[src/rtl/spi_adc_scanner.sv]
// SPI master for serial ADCs: scans the enabled channels once or continuously.
// Each result is reported with its channel tag, and a per-channel threshold flag is latched.
module spi_adc_scanner #(
  parameter int DATA_W  = 12,
  parameter int NUM_CH  = 2,
  parameter int FRAME_W = 16,
  parameter int CLK_DIV = 4,
  localparam int CH_W   = (NUM_CH > 1) ? $clog2(NUM_CH) : 1
) (
  input  logic              clk,
  input  logic              rst_n,
  input  logic              en,
  input  logic              start,
  input  logic              cont,
  input  logic [NUM_CH-1:0] ch_mask,
  input  logic [DATA_W-1:0] thresh,
  input  logic              miso,
  output logic              sck,
  output logic              cs_n,
  output logic              mosi,
  output logic [DATA_W-1:0] data,
  output logic [CH_W-1:0]   data_ch,
  output logic              data_valid,
  output logic [NUM_CH-1:0] above,
  output logic              busy
);

  localparam int CNT_W = $clog2(2 * CLK_DIV);
  localparam int BIT_W = $clog2(FRAME_W);
  localparam logic [CNT_W-1:0] HALF_END = CNT_W'(CLK_DIV - 1);
  localparam logic [CNT_W-1:0] BIT_END  = CNT_W'(2 * CLK_DIV - 1);
  localparam logic [BIT_W-1:0] LAST_BIT = BIT_W'(FRAME_W - 1);

  if (1 + CH_W + DATA_W > FRAME_W) begin : g_bad_frame
    $error("FRAME_W too small for start bit, channel field and result");
  end
  if (CLK_DIV < 2) begin : g_bad_div
    $error("CLK_DIV must be at least 2");
  end

  typedef enum logic [2:0] {IDLE, SETUP, SHIFT, DONE, GAP} state_t;

  state_t              state, state_d;
  logic [CNT_W-1:0]    cnt;
  logic [BIT_W-1:0]    bit_cnt;
  logic [CH_W-1:0]     ptr, cur_ch, ptr_adv, sel_from, ch_sel;
  logic [NUM_CH-1:0]   pending, remaining, sel_mask;
  logic [FRAME_W-1:0]  tx;
  logic [DATA_W-1:0]   rx;

  // Lowest set index at or above 'from', wrapping around to the lowest set index.
  function automatic logic [CH_W-1:0] pick(input logic [NUM_CH-1:0] m, input logic [CH_W-1:0] from);
    logic [CH_W-1:0] lo, hi;
    logic            hit;
    lo  = '0;
    hi  = '0;
    hit = 1'b0;
    for (int i = NUM_CH - 1; i >= 0; i--) begin
      if (m[i]) begin
        lo = CH_W'(i);
        if (i >= int'(from)) begin
          hi  = CH_W'(i);
          hit = 1'b1;
        end
      end
    end
    return hit ? hi : lo;
  endfunction

  function automatic logic [FRAME_W-1:0] cmd_word(input logic [CH_W-1:0] ch);
    cmd_word = '0;
    cmd_word[FRAME_W-1] = 1'b1;
    cmd_word[FRAME_W-2 -: CH_W] = ch;
  endfunction

  assign busy = (state != IDLE);

  always_ff @(posedge clk or negedge rst_n) begin
    // NOTE: registers take non-blocking assignments so every flop samples pre-edge values.
    if (!rst_n) state <= IDLE;
    else        state <= state_d;
  end

  always_comb begin
    // NOTE: every output of this block is defaulted first so no path leaves it unassigned (no latch).
    state_d   = state;
    ptr_adv   = (cur_ch == CH_W'(NUM_CH - 1)) ? '0 : cur_ch + 1'b1;
    remaining = pending & ~(NUM_CH'(1) << cur_ch);
    sel_mask  = ch_mask;
    sel_from  = ptr;
    unique case (state)
      IDLE:  if (en && (start || cont) && (|ch_mask)) state_d = SETUP;
      SETUP: if (cnt == HALF_END) state_d = SHIFT;
      SHIFT: if (cnt == BIT_END && bit_cnt == LAST_BIT) state_d = DONE;
      DONE:  state_d = GAP;
      GAP: begin
        if (cnt == HALF_END) begin
          sel_from = ptr_adv;
          if (en && (|remaining)) begin
            sel_mask = remaining;
            state_d  = SETUP;
          end else if (en && cont && (|ch_mask)) begin
            state_d  = SETUP;
          end else begin
            state_d  = IDLE;
          end
        end
      end
      default: state_d = IDLE;
    endcase
    ch_sel = pick(sel_mask, sel_from);
  end

  always_ff @(posedge clk or negedge rst_n) begin
    if (!rst_n) begin
      cnt        <= '0;
      bit_cnt    <= '0;
      ptr        <= '0;
      cur_ch     <= '0;
      pending    <= '0;
      tx         <= '0;
      rx         <= '0;
      sck        <= 1'b0;
      cs_n       <= 1'b1;
      mosi       <= 1'b0;
      data       <= '0;
      data_ch    <= '0;
      data_valid <= 1'b0;
      above      <= '0;
    end else begin
      data_valid <= 1'b0;
      cnt        <= cnt + 1'b1;
      unique case (state)
        IDLE: cnt <= '0;
        SETUP: begin
          if (cnt == HALF_END) begin
            cnt     <= '0;
            bit_cnt <= '0;
            sck     <= 1'b1;
            rx      <= DATA_W'({rx, miso});
          end
        end
        SHIFT: begin
          if (cnt == HALF_END) begin
            sck  <= 1'b0;
            mosi <= tx[FRAME_W-1];
            tx   <= tx << 1;
          end else if (cnt == BIT_END) begin
            cnt <= '0;
            if (bit_cnt == LAST_BIT) begin
              cs_n <= 1'b1;
              mosi <= 1'b0;
            end else begin
              bit_cnt <= bit_cnt + 1'b1;
              sck     <= 1'b1;
              rx      <= DATA_W'({rx, miso});
            end
          end
        end
        DONE: begin
          cnt           <= '0;
          data          <= rx;
          data_ch       <= cur_ch;
          data_valid    <= 1'b1;
          above[cur_ch] <= (rx >= thresh);
        end
        GAP: if (cnt == HALF_END) ptr <= ptr_adv;
        default: cnt <= '0;
      endcase
      // Frame launch, from IDLE or at the end of GAP: the command MSB is always the start bit.
      if (state_d == SETUP && state != SETUP) begin
        cnt     <= '0;
        cs_n    <= 1'b0;
        sck     <= 1'b0;
        mosi    <= 1'b1;
        tx      <= cmd_word(ch_sel) << 1;
        cur_ch  <= ch_sel;
        pending <= sel_mask;
      end
    end
  end

endmodule

[config.mk]
export PLATFORM = sky130hd
export DESIGN_NAME = spi_adc_scanner
export DESIGN_NICKNAME = d
export VERILOG_FILES = /design/src/rtl/spi_adc_scanner.sv
export SDC_FILE = /design/constraint.sdc
export NUM_CORES = 1
export LEC_CHECK = 0
export ABC_AREA = 1
export CORE_UTILIZATION = 30
export CTS_BUF_LIST = sky130_fd_sc_hd__clkbuf_4 sky130_fd_sc_hd__clkbuf_8
export CTS_CLUSTER_SIZE = 16
export DETAILED_ROUTE_END_ITERATION = 7
export DONT_BUFFER_PORTS = 1
export MAX_ROUTING_LAYER = met4
export PLACE_DENSITY_LB_ADDON = 0.12
export SLEW_MARGIN = 10
export SYNTH_ARGS = -nofsm -noshare
export SYNTH_HDL_FRONTEND = slang
export SYNTH_SLANG_ARGS = --single-unit
[constraint.sdc]
create_clock -name clk -period 1.75 [get_ports clk]
set_input_delay 0.525 -clock clk [delete_from_list [all_inputs] [get_ports clk]]
set_output_delay 0.525 -clock clk [all_outputs]
set_load 0.005 [all_outputs]
==> metrics.yaml <==
status: "completed"
yosys_warnings: 0
post-synth-top-count-cell: "nand2_1"
critical_path_class: "reg -> reg"
setup_viol: 0
cp.arrival_ns: 1.93
ant_nets: 0
drt-initial-drc-count: 50
tightest_slew_ns: 0.412
die_height_um: 92.2
drc: 0
nNetsFinal: 349
max-slew-margin-rel: 0.723
wl_um: 5240
cp.required_ns: 1.94
grt_max_degree: 46
ir_drop_mv: 0.302
syn-cell-area_um2: 2440
clk_latency_ns: 0.30
syn_inst: 294
cts_tree: "done"
pin_count: 40
synth_flop_cell: "dfrtp_1"
synth_common_cells: "73 x nand2_1, 45 x dfrtp_1, 42 x inv_1"
fin_ws_ns: 0.0187
fin_tns_setup_ns: 0
clkSinkCount: 46
synth_enable_flop_cells: 0
post_drt_wl_per_cell_um: 12.6
yosysSeqAreaShare: 0.472
syn-num-nets: 331
synth-seq-cells: 46
whs_ns: 0.0609
grt_pass1_vias: 1829
rsz0062_at_grt: "true"
startpoint_type: "flop"
antenna_found_initial: 0
die_area_um2: 8510
crit_fanout: 6
via_per_inst: 4.46
leakage_nw: 1.44
reg2reg_depth: 11
placementRows: 32
dp_hpwl_um: 3720
via_count: 1852
synth_top_area_cell: "dfrtp_1"
grtUsageTotal: 0.134
area_growth_pct: 18.4
grt_pass1_wl_um: 8650
synth_area_leaders: "dfrtp_1 46%, nand2_1 11%, ha_1 8.7%"
clk_path_buf_depth: 2
final_area_um2: 2890
cts-root-buf: "clkbuf_8"
hold_violations: 0
r2r-start: "cnt[0]$_DFF_PN0_"
die_w_um: 92.2
coreArea_um2: 7810
gr-total-overflow: 0
placed_area_um2: 2610
layout.cells.non_filler: 415
syn_area_per_cell_um2: 8.31
dp_cells: 401
r2r_end: "bit_cnt[3]$_DFFE_PN0P_"
min_period_ns: 1.73
fmax_ghz: 0.578
synth_cell_types: 28
cp-end-kind: "flop"
place_ws_ns: -0.103
n_antenna_cell: 0
detail_route.first_pass.iterations: 4
drive_gt1_frac: 0.236
netlist.area_leader.share: 0.461
slew_viol_final: 0
finClkSkew_ns: 0.0122
cts-htree-levels: 2
gp_congestion: 0.780
reg2reg_slack_ns: 0.02
cap_violations: 0
power_density_nw_per_um2: 638
io_buffers: 0
finalCritPeriodShare: 0.989
clk_pin_slew_ns: 0.09
numCtsBuffers: 5
start_util: 0.313
ys_async_sr_fraction: 1.00
hp-class: "in -> async"
## repair_timing
action                     CTS  global route
hold endpoints to repair    45             0
buffers inserted             0             3
setup endpoints to repair   13            26
hold buffers                 1             0
resized for setup            4            34
gates cloned                 0             2
pin swaps                    0             6
## through the flow
stage           util  power, mW
2_1_floorplan      -       1.14
3_3_place_gp   0.335       1.16
3_5_place_dp   0.335       1.16
4_1_cts        0.352       1.88
5_1_grt        0.371       1.94
6_report       0.371       1.84
## per-layer routing
metal,vias up,GRT usage,wire length [um]
met5,-,-,0
met2,29,0.213,2390
met3,5,0.0299,165
met4,0,0.0430,68
li1,966,-,-
met1,852,0.168,2620
## worst max-delay path, cell delays in order, from the launching register on
cell     delay, ns
dfrtp_1       0.39
ha_4          0.18
ha_4          0.14
inv_2         0.04
buf_6         0.10
o21ai_2       0.13
nand2_2       0.09
nor2_4        0.26
buf_6         0.15
nand3_2       0.05
nand2_2       0.08
a21oi_2       0.03
## state kept, by name, summed over array words and instances, names as in the netlist
signal,count
data,12
rx,12
bit_cnt,4
cnt,3
state,3
above,2
pending,2
cs_n,1
cur_ch,1
data_ch,1
data_valid,1
mosi,1
ptr,1
sck,1
tx,1
## how the worst max path moves through the flow
stage / start / to / cells after the start
final: cnt[0]$_DFF_PN0_ / bit_cnt[3]$_DFFE_PN0P_ / 11
after global routing: cnt[0]$_DFF_PN0_ / bit_cnt[3]$_DFFE_PN0P_ / 10
after CTS: cnt[0]$_DFF_PN0_ / bit_cnt[3]$_DFFE_PN0P_ / 10
after detailed placement: cnt[0]$_DFF_PN0_ / tx[15]$_DFFE_PN0P_ / 10
after global placement: cnt[0]$_DFF_PN0_ / cur_ch$_DFFE_PN0P_ / 10
after floorplan: cnt[0]$_DFF_PN0_ / mosi$_DFFE_PN0P_ / 12
## power breakdown
part           internal, mW  leakage, nW  switching (mW)
Sequential             1.07        0.585         0.00613
Combinational        0.0319        0.808          0.0564
Clock                 0.298       0.0486           0.383
## cell families (layout without fill, tap and decap cells)
logic type	after synthesis	after routing	share of synthesized area
AO/OA/AOI/OAI	52	52	0.120
adder cells (fa/ha/maj)	17	17	0.0871
buffers and inverters	56	75	0.0958
flip-flops	46	46	0.472
AND/OR/NAND/NOR	123	123	0.225
## cell usage in the layout (no fill, tap or decap), types with 2 or more instances in the layout
cell type | Yosys | final
o21ai_2 | 3 | 6
nand3_2 | 4 | 7
inv_2 | 6 | 7
buf_4 | 1 | 12
dfrtp_1 | 45 | 45
nand4_1 | 2 | 2
a21oi_2 | 4 | 4
nand2_1 | 73 | 64
clkbuf_8 | 0 | 5
o21a_1 | 2 | 2
a21oi_1 | 11 | 11
nor2_1 | 19 | 18
o21ai_1 | 3 | 9
inv_1 | 42 | 41
nor3_1 | 3 | 3
nand2_2 | 5 | 14
ha_1 | 17 | 14
ha_4 | 0 | 3
nor2_2 | 1 | 2
nand3_1 | 13 | 10
o21ai_0 | 28 | 19
buf_6 | 2 | 3
## layout make-up
class | count | area (um^2)
Clock inverter | 2 | 13.8
Fill cell | 819 | 4910
Inverter | 49 | 186
Sequential cell | 46 | 1150
Timing Repair Buffer | 18 | 191
Multi-Input combinational cell | 192 | 1140
Tap cell | 102 | 128
Clock buffer | 6 | 76.3
No activity file was read; power rests on OpenSTA's default activity.
